[config.mk]
export PLATFORM = sky130hd
export DESIGN_NAME = window_ctrl_multi
export DESIGN_NICKNAME = d
export VERILOG_FILES = /design/src/rtl/window_ctrl_multi.sv
export SDC_FILE = /design/constraint.sdc
export NUM_CORES = 1
export LEC_CHECK = 0
export ABC_AREA = 1
export BUFFER_PORTS_ARGS = -buffer_cell sky130_fd_sc_hd__buf_2
export CORE_MARGIN = 2
export CORE_UTILIZATION = 50
export DETAILED_ROUTE_END_ITERATION = 16
export PLACE_DENSITY = 0.75
export REMOVE_ABC_BUFFERS = 1
export SLEW_MARGIN = 20
export SYNTH_ARGS = -nofsm -noshare
export SYNTH_HDL_FRONTEND = slang
export SYNTH_SLANG_ARGS = --single-unit
export TNS_END_PERCENT = 5
[constraint.sdc]
create_clock -name clk -period 2.06 [get_ports clk]
set_input_delay 0.103 -clock clk [delete_from_list [all_inputs] [get_ports clk]]
set_output_delay 0.103 -clock clk [all_outputs]
set_load 0.02 [all_outputs]
[src/rtl/window_ctrl_multi.sv]
// Multi-channel power-window controller: per-channel up/down buttons, one-touch vs
// hold-to-run travel, position tracking with end stops, and anti-pinch reversal.
//
// state   | meaning
// IDLE    | motor off, waiting for a single-button press
// UP_PEND | driving up, counting hold cycles to choose auto/manual
// UP_MAN  | hold-to-run closing until button released
// UP_AUTO | one-touch closing until top or any button
// DN_PEND | driving down, counting hold cycles to choose auto/manual
// DN_MAN  | hold-to-run opening until button released
// DN_AUTO | one-touch opening until bottom or any button
// REVERSE | obstruction backoff, buttons ignored
module window_ctrl_multi #(
    parameter int CHANNELS       = 4,
    parameter int POS_W          = 8,
    parameter int TRAVEL         = 200,
    parameter int AUTO_HOLD      = 8,
    parameter int REVERSE_CYCLES = 16
) (
    input  logic                      clk,
    input  logic                      reset,
    input  logic [CHANNELS-1:0]       up_btn,
    input  logic [CHANNELS-1:0]       down_btn,
    input  logic [CHANNELS-1:0]       obstruct,
    output logic [CHANNELS-1:0]       motor_up,
    output logic [CHANNELS-1:0]       motor_down,
    output logic [CHANNELS*POS_W-1:0] position,
    output logic [CHANNELS-1:0]       at_top,
    output logic [CHANNELS-1:0]       at_bottom
);

    localparam int CNT_MAX = (AUTO_HOLD > REVERSE_CYCLES) ? AUTO_HOLD : REVERSE_CYCLES;
    localparam int CNT_W   = $clog2(CNT_MAX + 1);

    localparam logic [POS_W-1:0] POS_TOP   = POS_W'(TRAVEL);
    localparam logic [POS_W-1:0] POS_ONE   = POS_W'(1);
    localparam logic [CNT_W-1:0] HOLD_LAST = CNT_W'(AUTO_HOLD - 2);
    localparam logic [CNT_W-1:0] REV_LOAD  = CNT_W'(REVERSE_CYCLES);
    localparam logic [CNT_W-1:0] CNT_ONE   = CNT_W'(1);

    typedef enum logic [2:0] {
        IDLE, UP_PEND, UP_MAN, UP_AUTO, DN_PEND, DN_MAN, DN_AUTO, REVERSE
    } state_t;

    state_t           state_q [CHANNELS];
    state_t           state_d [CHANNELS];
    logic [CNT_W-1:0] cnt_q   [CHANNELS];
    logic [CNT_W-1:0] cnt_d   [CNT_W > 0 ? CHANNELS : CHANNELS];
    logic [POS_W-1:0] pos_q   [CHANNELS];
    logic [POS_W-1:0] pos_d   [CHANNELS];

    always_ff @(posedge clk or posedge reset) begin
        if (reset) begin
            for (int ch = 0; ch < CHANNELS; ch++) begin
                state_q[ch] <= IDLE;
                cnt_q[ch]   <= '0;
                pos_q[ch]   <= '0;
            end
        end else begin
            for (int ch = 0; ch < CHANNELS; ch++) begin
                state_q[ch] <= state_d[ch];
                cnt_q[ch]   <= cnt_d[ch];
                pos_q[ch]   <= pos_d[ch];
            end
        end
    end

    // Overrides are applied lowest priority first so the last assignment wins:
    // normal transitions < both-button stop < obstruction < end stop.
    always_comb begin
        for (int ch = 0; ch < CHANNELS; ch++) begin
            logic up, dn, both, held, drive_up, drive_dn;
            state_d[ch] = state_q[ch];
            cnt_d[ch]   = cnt_q[ch];
            pos_d[ch]   = pos_q[ch];
            up       = up_btn[ch];
            dn       = down_btn[ch];
            both     = up & dn;
            drive_up = state_q[ch] inside {UP_PEND, UP_MAN, UP_AUTO};
            drive_dn = state_q[ch] inside {DN_PEND, DN_MAN, DN_AUTO, REVERSE};
            held     = drive_up ? up : dn;

            if (drive_up) pos_d[ch] = pos_q[ch] + POS_ONE;
            if (drive_dn) pos_d[ch] = pos_q[ch] - POS_ONE;

            case (state_q[ch])
                IDLE: begin
                    if (up && !dn && pos_q[ch] != POS_TOP) begin
                        state_d[ch] = UP_PEND;
                        cnt_d[ch]   = '0;
                    end else if (dn && !up && pos_q[ch] != '0) begin
                        state_d[ch] = DN_PEND;
                        cnt_d[ch]   = '0;
                    end
                end
                UP_PEND, DN_PEND: begin
                    // The IDLE edge already sampled one held cycle, hence AUTO_HOLD-2.
                    if (held) begin
                        if (cnt_q[ch] == HOLD_LAST)
                            state_d[ch] = (state_q[ch] == UP_PEND) ? UP_MAN : DN_MAN;
                        else
                            cnt_d[ch] = cnt_q[ch] + CNT_ONE;
                    end else begin
                        state_d[ch] = (state_q[ch] == UP_PEND) ? UP_AUTO : DN_AUTO;
                    end
                end
                UP_MAN, DN_MAN: begin
                    if (!held) state_d[ch] = IDLE;
                end
                UP_AUTO, DN_AUTO: begin
                    if (up || dn) state_d[ch] = IDLE;
                end
                REVERSE: begin
                    cnt_d[ch] = cnt_q[ch] - CNT_ONE;
                    if (cnt_q[ch] == CNT_ONE) state_d[ch] = IDLE;
                end
                default: state_d[ch] = IDLE;
            endcase

            if (both && state_q[ch] inside {UP_PEND, UP_MAN, DN_PEND, DN_MAN})
                state_d[ch] = IDLE;

            if (drive_up && obstruct[ch]) begin
                state_d[ch] = REVERSE;
                cnt_d[ch]   = REV_LOAD;
            end

            if ((drive_up && pos_q[ch] == POS_TOP - POS_ONE) ||
                (drive_dn && pos_q[ch] == POS_ONE))
                state_d[ch] = IDLE;
        end
    end

    always_comb begin
        motor_up   = '0;
        motor_down = '0;
        at_top     = '0;
        at_bottom  = '0;
        position   = '0;
        for (int ch = 0; ch < CHANNELS; ch++) begin
            motor_up[ch]   = state_q[ch] inside {UP_PEND, UP_MAN, UP_AUTO};
            motor_down[ch] = state_q[ch] inside {DN_PEND, DN_MAN, DN_AUTO, REVERSE};
            at_top[ch]     = (pos_q[ch] == POS_TOP);
            at_bottom[ch]  = (pos_q[ch] == '0);
            position[ch*POS_W +: POS_W] = pos_q[ch];
        end
    end

endmodule

## Yosys cells after proc, flatten, opt, wreduce, memory -nomap -nowiden

Cells that the tools add are included.

- Add/sub/neg operators: 16
- Equality and inequality tests: 84
- Multiplexer cells: 88
- Bitwise logic cells: 4
- Reductions and logical operators: 100

Operator list:

| cell | count |
|---|---|
| two-way mux 3 bit | 48 |
| two-way mux 5 bit | 20 |
| equality test 8 bit, second input constant | 8 |
| two-way mux 8 bit | 8 |
| case mux 3 bit (5 select lines) | 4 |
| case mux 5 bit (3 select lines) | 4 |
| equality test 3 bit, second input constant | 16 |
| != test 6 bit, second input constant | 8 |
| nonzero test 4 bit | 12 |
| != test 5 bit, second input constant | 9 |
| adder 8 x 1 -> 8 bit, second input constant | 4 |
| equality test 8 x 1 -> 1 bit, second input constant | 4 |
| logical AND 1 bit | 32 |
| zero test 8 bit | 4 |
| != test 8 bit, second input constant | 4 |
| nonzero test 8 bit | 4 |
| subtractor 8 x 1 -> 8 bit, second input constant | 4 |
| equality test 3 x 2 -> 1 bit, second input constant | 8 |
| != test 3 bit, second input constant | 8 |
| OR reduction 2 bit | 12 |
| adder 5 x 1 -> 5 bit, second input constant | 4 |
| equality test 5 x 1 -> 1 bit, second input constant | 4 |
| equality test 5 x 3 -> 1 bit, second input constant | 4 |
| AND reduction 5 bit | 4 |
| 12 further kinds | 55 |

- Register bits: 64
- Bits of input ports: 14
- Output and inout bits: 48
- Word-level logic and storage cells: 304

## Depth between registers and ports, before layout

- Depth after elaboration: 9
- Gate-level depth with buffers: 15
- Mapped depth without buffers: 14

## Worst setup path after synthesis

No wires, ideal clock.

- Path type: flip-flop to flip-flop
- From: reg pos_q (netlist bit position[16])
- To: reg state_q[4] (netlist bit)
- Setup time: 117 ps
- Data arrival time: 1546 ps
- Data required time: 1943 ps
- Path slack: 397 ps
- Stages on the path, launching flop included: 14
- Path buffers: 0
- Period minus slack after synthesis: 1663 ps
- Cell sequence: dfrtp_1 -> inv_1 -> ha_1 -> nand2_1 -> nor2_1 -> nand2_1 -> nand2_1 -> nand3_2 -> nand3_1 -> nand2_1 -> nand2_1 -> nand2_1 -> nand2_1 -> nand2_1

- Word-level cells in the longest chain between the ends: 7
- Elaborated cells on any way between the ends: 20
- Those cells by class: eq/ne (8); mux (5); reduce/logical (7)

Ends and longest elaborated chain:

| item | line | RTL |
|---|---|---|
| start: declaration | 49 | `logic [POS_W-1:0] pos_q [CHANNELS];` |
| start signal: indexed assignment | 63 | `pos_q[ch] <= pos_d[ch];` |
| != test 8 bit | 88 | `if (up && !dn && pos_q[ch] != POS_TOP) begin` |
| logical AND 1 bit | 88 |  |
| two-way mux 3 bit | 88 |  |
| case mux 3 bit (5 select lines) | 86 | `case (state_q[ch])` |
| two-way mux 3 bit | 120 | `if (both && state_q[ch] inside {UP_PEND, UP_MAN, DN_PEND, DN_MAN})` |
| two-way mux 3 bit | 123 | `if (drive_up && obstruct[ch]) begin` |
| two-way mux 3 bit | 128 | `if ((drive_up && pos_q[ch] == POS_TOP - POS_ONE) \|\|` |
| end signal: indexed assignment | 61 | `state_q[ch] <= state_d[ch];` |
| end: declaration | 45 | `state_t state_q [CHANNELS];` |

Parallel ways exist; a longest one is shown, timed or not.
A chain may end at the register's enable or synchronous reset.

## Final worst setup path

- From: reg state_q[6] (netlist bit)
- To: reg state_q[6] (netlist bit)

- Word-level cells in the longest chain between the ends: 8
- Elaborated cells on any way between the ends: 34
- Those cells by class: eq/ne (12); mux (9); reduce/logical (13)

Ends and longest elaborated chain:

| item | line | RTL |
|---|---|---|
| equality test 3 x 1 -> 1 bit (tied with other cells) | - |  |
| nonzero test 3 bit / two-way mux 3 bit (equally long branches) | 79, 100 |  |
| two-way mux 1 bit / two-way mux 3 bit (equally long branches) | 81, 99 |  |
| two-way mux 3 bit | 98 | `if (held) begin` |
| case mux 3 bit (5 select lines) | 86 |  |
| two-way mux 3 bit | 120 |  |
| two-way mux 3 bit | 123 |  |
| two-way mux 3 bit | 128 |  |

Parallel ways exist; a longest one is shown, timed or not. The select of a mux whose other input is x is not followed.

==> results.json <==
{
  "cts-htree-levels": 3,
  "max_stage_delay_ps": 460,
  "ys_types": 42,
  "ctsRootBufferMaster": "clkbuf_8",
  "place_area_um2": 5990,
  "grt_pass1_wl_um": 21700,
  "crit_type": "flop to flop",
  "yosysMostFrequentCell": "nand2_1",
  "die_y_um": 109,
  "setup_violations": 0,
  "core.rowCount": 38,
  "path_cells": "inv_1 -> nand2_1 -> nand2_2 -> nand2_1 -> nand2_1 -> inv_1 -> ha_1 -> inv_1 -> nand2_1 -> nand2_1 -> nand3_1 -> a21oi_1 -> nand2_1 -> nand2_1",
  "period_needed_ps": 1860,
  "hold_viol_final": 0,
  "status": "finished clean",
  "worst_pin_slew_ps": 391,
  "ys_warn_count": 0,
  "crit_slowest_cell": "dfrtp_2",
  "drv_cap": 0,
  "nFillCells": 1047,
  "cts_buffers": 9,
  "antenna_found_initial": 0,
  "cts_tree": "built",
  "port_buffers": 61,
  "firstDrtPassIters": 7,
  "area_growth_pct": 12.3,
  "syn-instance-count": 814,
  "synth.avg_cell_area_um2": 6.76,
  "start_util_pct": 51.0,
  "grt_max_degree": 65,
  "core_um2": 10800,
  "arrival_ps": 2140,
  "period_share_pct": 90.5,
  "remaining_drc_errors": 0,
  "rsz0062_at_grt": "false",
  "finalPower_mw": 10.6,
  "ant_nets": 0,
  "clockBufferDepth": 2,
  "clkSinkCount": 64,
  "via_per_inst": 5.27,
  "path_max_fanout": 7,
  "crit_top_cell": "nand2_1",
  "wirelength_um": 12600,
  "stdcell_area_um2": 6180,
  "grt_pass1_vias": 4847,
  "synthTopCellsByArea": "dfrtp_1 (29%), nand2_1 (14%), nand3_1 (9.1%)",
  "peakVddDrop_uv": 830,
  "hold_path.class": "input pin to flop",
  "leakage_nw": 3.29,
  "drive_gt1_share_pct": 15.9,
  "max-slew-margin-rel_pct": 73.9,
  "synth_edf_count": 0,
  "clk_latency_ps": 350,
  "synth-seq-cells": 64,
  "num_antenna_cells": 0,
  "worst-path-buf-inv": 3,
  "async_flop_share_pct": 100,
  "syn_area_um2": 5500,
  "yosys.area.top_type_share_pct": 29.1,
  "drtIter0Drc": 248,
  "clk_pin_slew_worst_paths_ps": 70,
  "clock_skew_ps": 14.9,
  "timing.final.ws_setup_ps": 196,
  "wl_per_cell_um": 12.3,
  "startpoint_type": "flop",
  "dpl_worst_slack_ps": 191,
  "die_x_um": 109,
  "grt_overflow": 0,
  "yosys.area.top_type": "dfrtp_1",
  "critPathCaptureType": "flop",
  "vias": 5412,
  "cp_top_family": "simple AND/OR/NAND/NOR gates",
  "final_max_slew_viol_count": 0,
  "track_usage_pct": 22.4,
  "fin_setup_tns_ps": 0,
  "fmax_mhz": 536,
  "crit_required_ps": 2340,
  "ys.flop_type": "dfrtp_1",
  "die-area_um2": 11900,
  "synth_commonest_cells": "nand2_1 (212), nand3_1 (100), inv_1 (94), nor2_1 (72), dfrtp_1 (64)",
  "gp_congestion": 0.864,
  "place_hpwl_um": 9440,
  "p_per_area_nw_per_um2": 1710,
  "final_nets": 929,
  "post_cts_buffers": 0,
  "io_pins": 62,
  "synth-seq-area-share_pct": 29.1
}
[cell families (layout without fill, tap and decap cells)]
kind of cell | Yosys count | count (layout) | synth area share [%]
simple gates | 450 | 450 | 37.1
buf+inv | 122 | 194 | 8.75
compound gates | 109 | 109 | 11.8
flops | 64 | 64 | 29.1
xor+xnor | 35 | 35 | 5.57
fa+ha+maj | 34 | 34 | 7.73
[registers in the layout, summed over array words and instances (netlist names)]
name / count
state_q: 12
position: 32
cnt_q: 20
[through the flow]
stage | hold WS [ps] | util [%] | cells
4_1_cts | 182 | 57.2 | 1026
5_1_grt | 202 | 57.2 | 1026
6_report | 195 | 57.2 | 1026
2_1_floorplan | 391 | - | 797
3_3_place_gp | 196 | 55.5 | 1009
3_5_place_dp | 207 | 55.5 | 1009
[worst register-to-register path: stages (launching register included)]
cell and delay (ps):
dfrtp_2 460, inv_1 80, nand2_1 110, nand2_2 140, nand2_1 90, nand2_1 100, inv_1 50, ha_1 260
inv_1 50, nand2_1 50, nand2_1 60, nand3_1 70, a21oi_1 150, nand2_1 70, nand2_1 60
[repair_timing]
action	in CTS	in global routing
resized for setup	0	3
endpoints found under the hold margin	64	0
setup endpoints to repair	0	1
hold buffers	1	0
[layout make-up]
cell class                      instances  area (um^2)  share of cell area (%)
Clock inverter                          4         30.0                   0.486
Timing Repair Buffer                   73          410                    6.64
Clock buffer                           12          145                    2.35
Sequential cell                        64         1600                    26.0
Tap cell                              140          175                    2.84
Inverter                              105          394                    6.38
Multi-Input combinational cell        628         3420                    55.3
[cells in the final DEF (no fill, tap or decap), types with 2 or more instances in the layout]
cell      Yosys  final
inv_2        10     12
o211ai_1      9      9
clkinv_4      0      2
o22ai_1       7      7
nand3b_1      2      2
dfrtp_1      64     62
nor2_1       72     72
nor2_2        3      3
nor2_4        5      5
nand2_4       2      2
nand4_1      19     19
clkbuf_8      0     10
o21ai_1      16     16
xor2_1       34     34
nand3_1     100    100
a21oi_1      22     22
a21oi_4       2      2
buf_4         2     10
nor3_1       11     11
dfrtp_2       0      2
o21ai_2       2      2
nand2_1     212    212
or2_2         6      6
o21ai_0      41     41
o31ai_1       3      3
buf_2         6     61
nand2_2      13     13
inv_1        94     92
ha_1         34     34
clkbuf_1      6      2
nand3_2       3      3
[routing by layer]
metal | GRT usage (%) | share of wire, %
met2 | 36.9 | 47
met1 | 29.7 | 48
met3 | 4.12 | 4.0
met4 | 7.60 | 1.2
met5 | 0 | 0
[where the power goes]
part	total, mW	internal, mW	switching [mW]	leakage (nW)
clock network	0.991	0.473	0.518	0.0866
registers	2.81	1.89	0.926	0.793
logic	6.77	2.37	4.39	2.41
[worst paths after layout]
check	start	endpoint	slack [ps]	depth (start not counted)
min in group asynchronous	reset	position[23]$_DFFE_PP0P_	370	4
max in group asynchronous	reset	state_q[7]$_DFFE_PP0P_	1390	4
setup reg to reg	state_q[6]$_DFFE_PP0P_	state_q[6]$_DFFE_PP0P_	200	14
setup / recovery	state_q[6]$_DFFE_PP0P_	state_q[6]$_DFFE_PP0P_	200	14
hold reg to reg	cnt_q[4]$_DFFE_PP0P_	cnt_q[4]$_DFFE_PP0P_	540	2
hold / removal	obstruct[0]	cnt_q[19]$_DFFE_PP0P_	190	5
(Power assumes the default switching activity.)
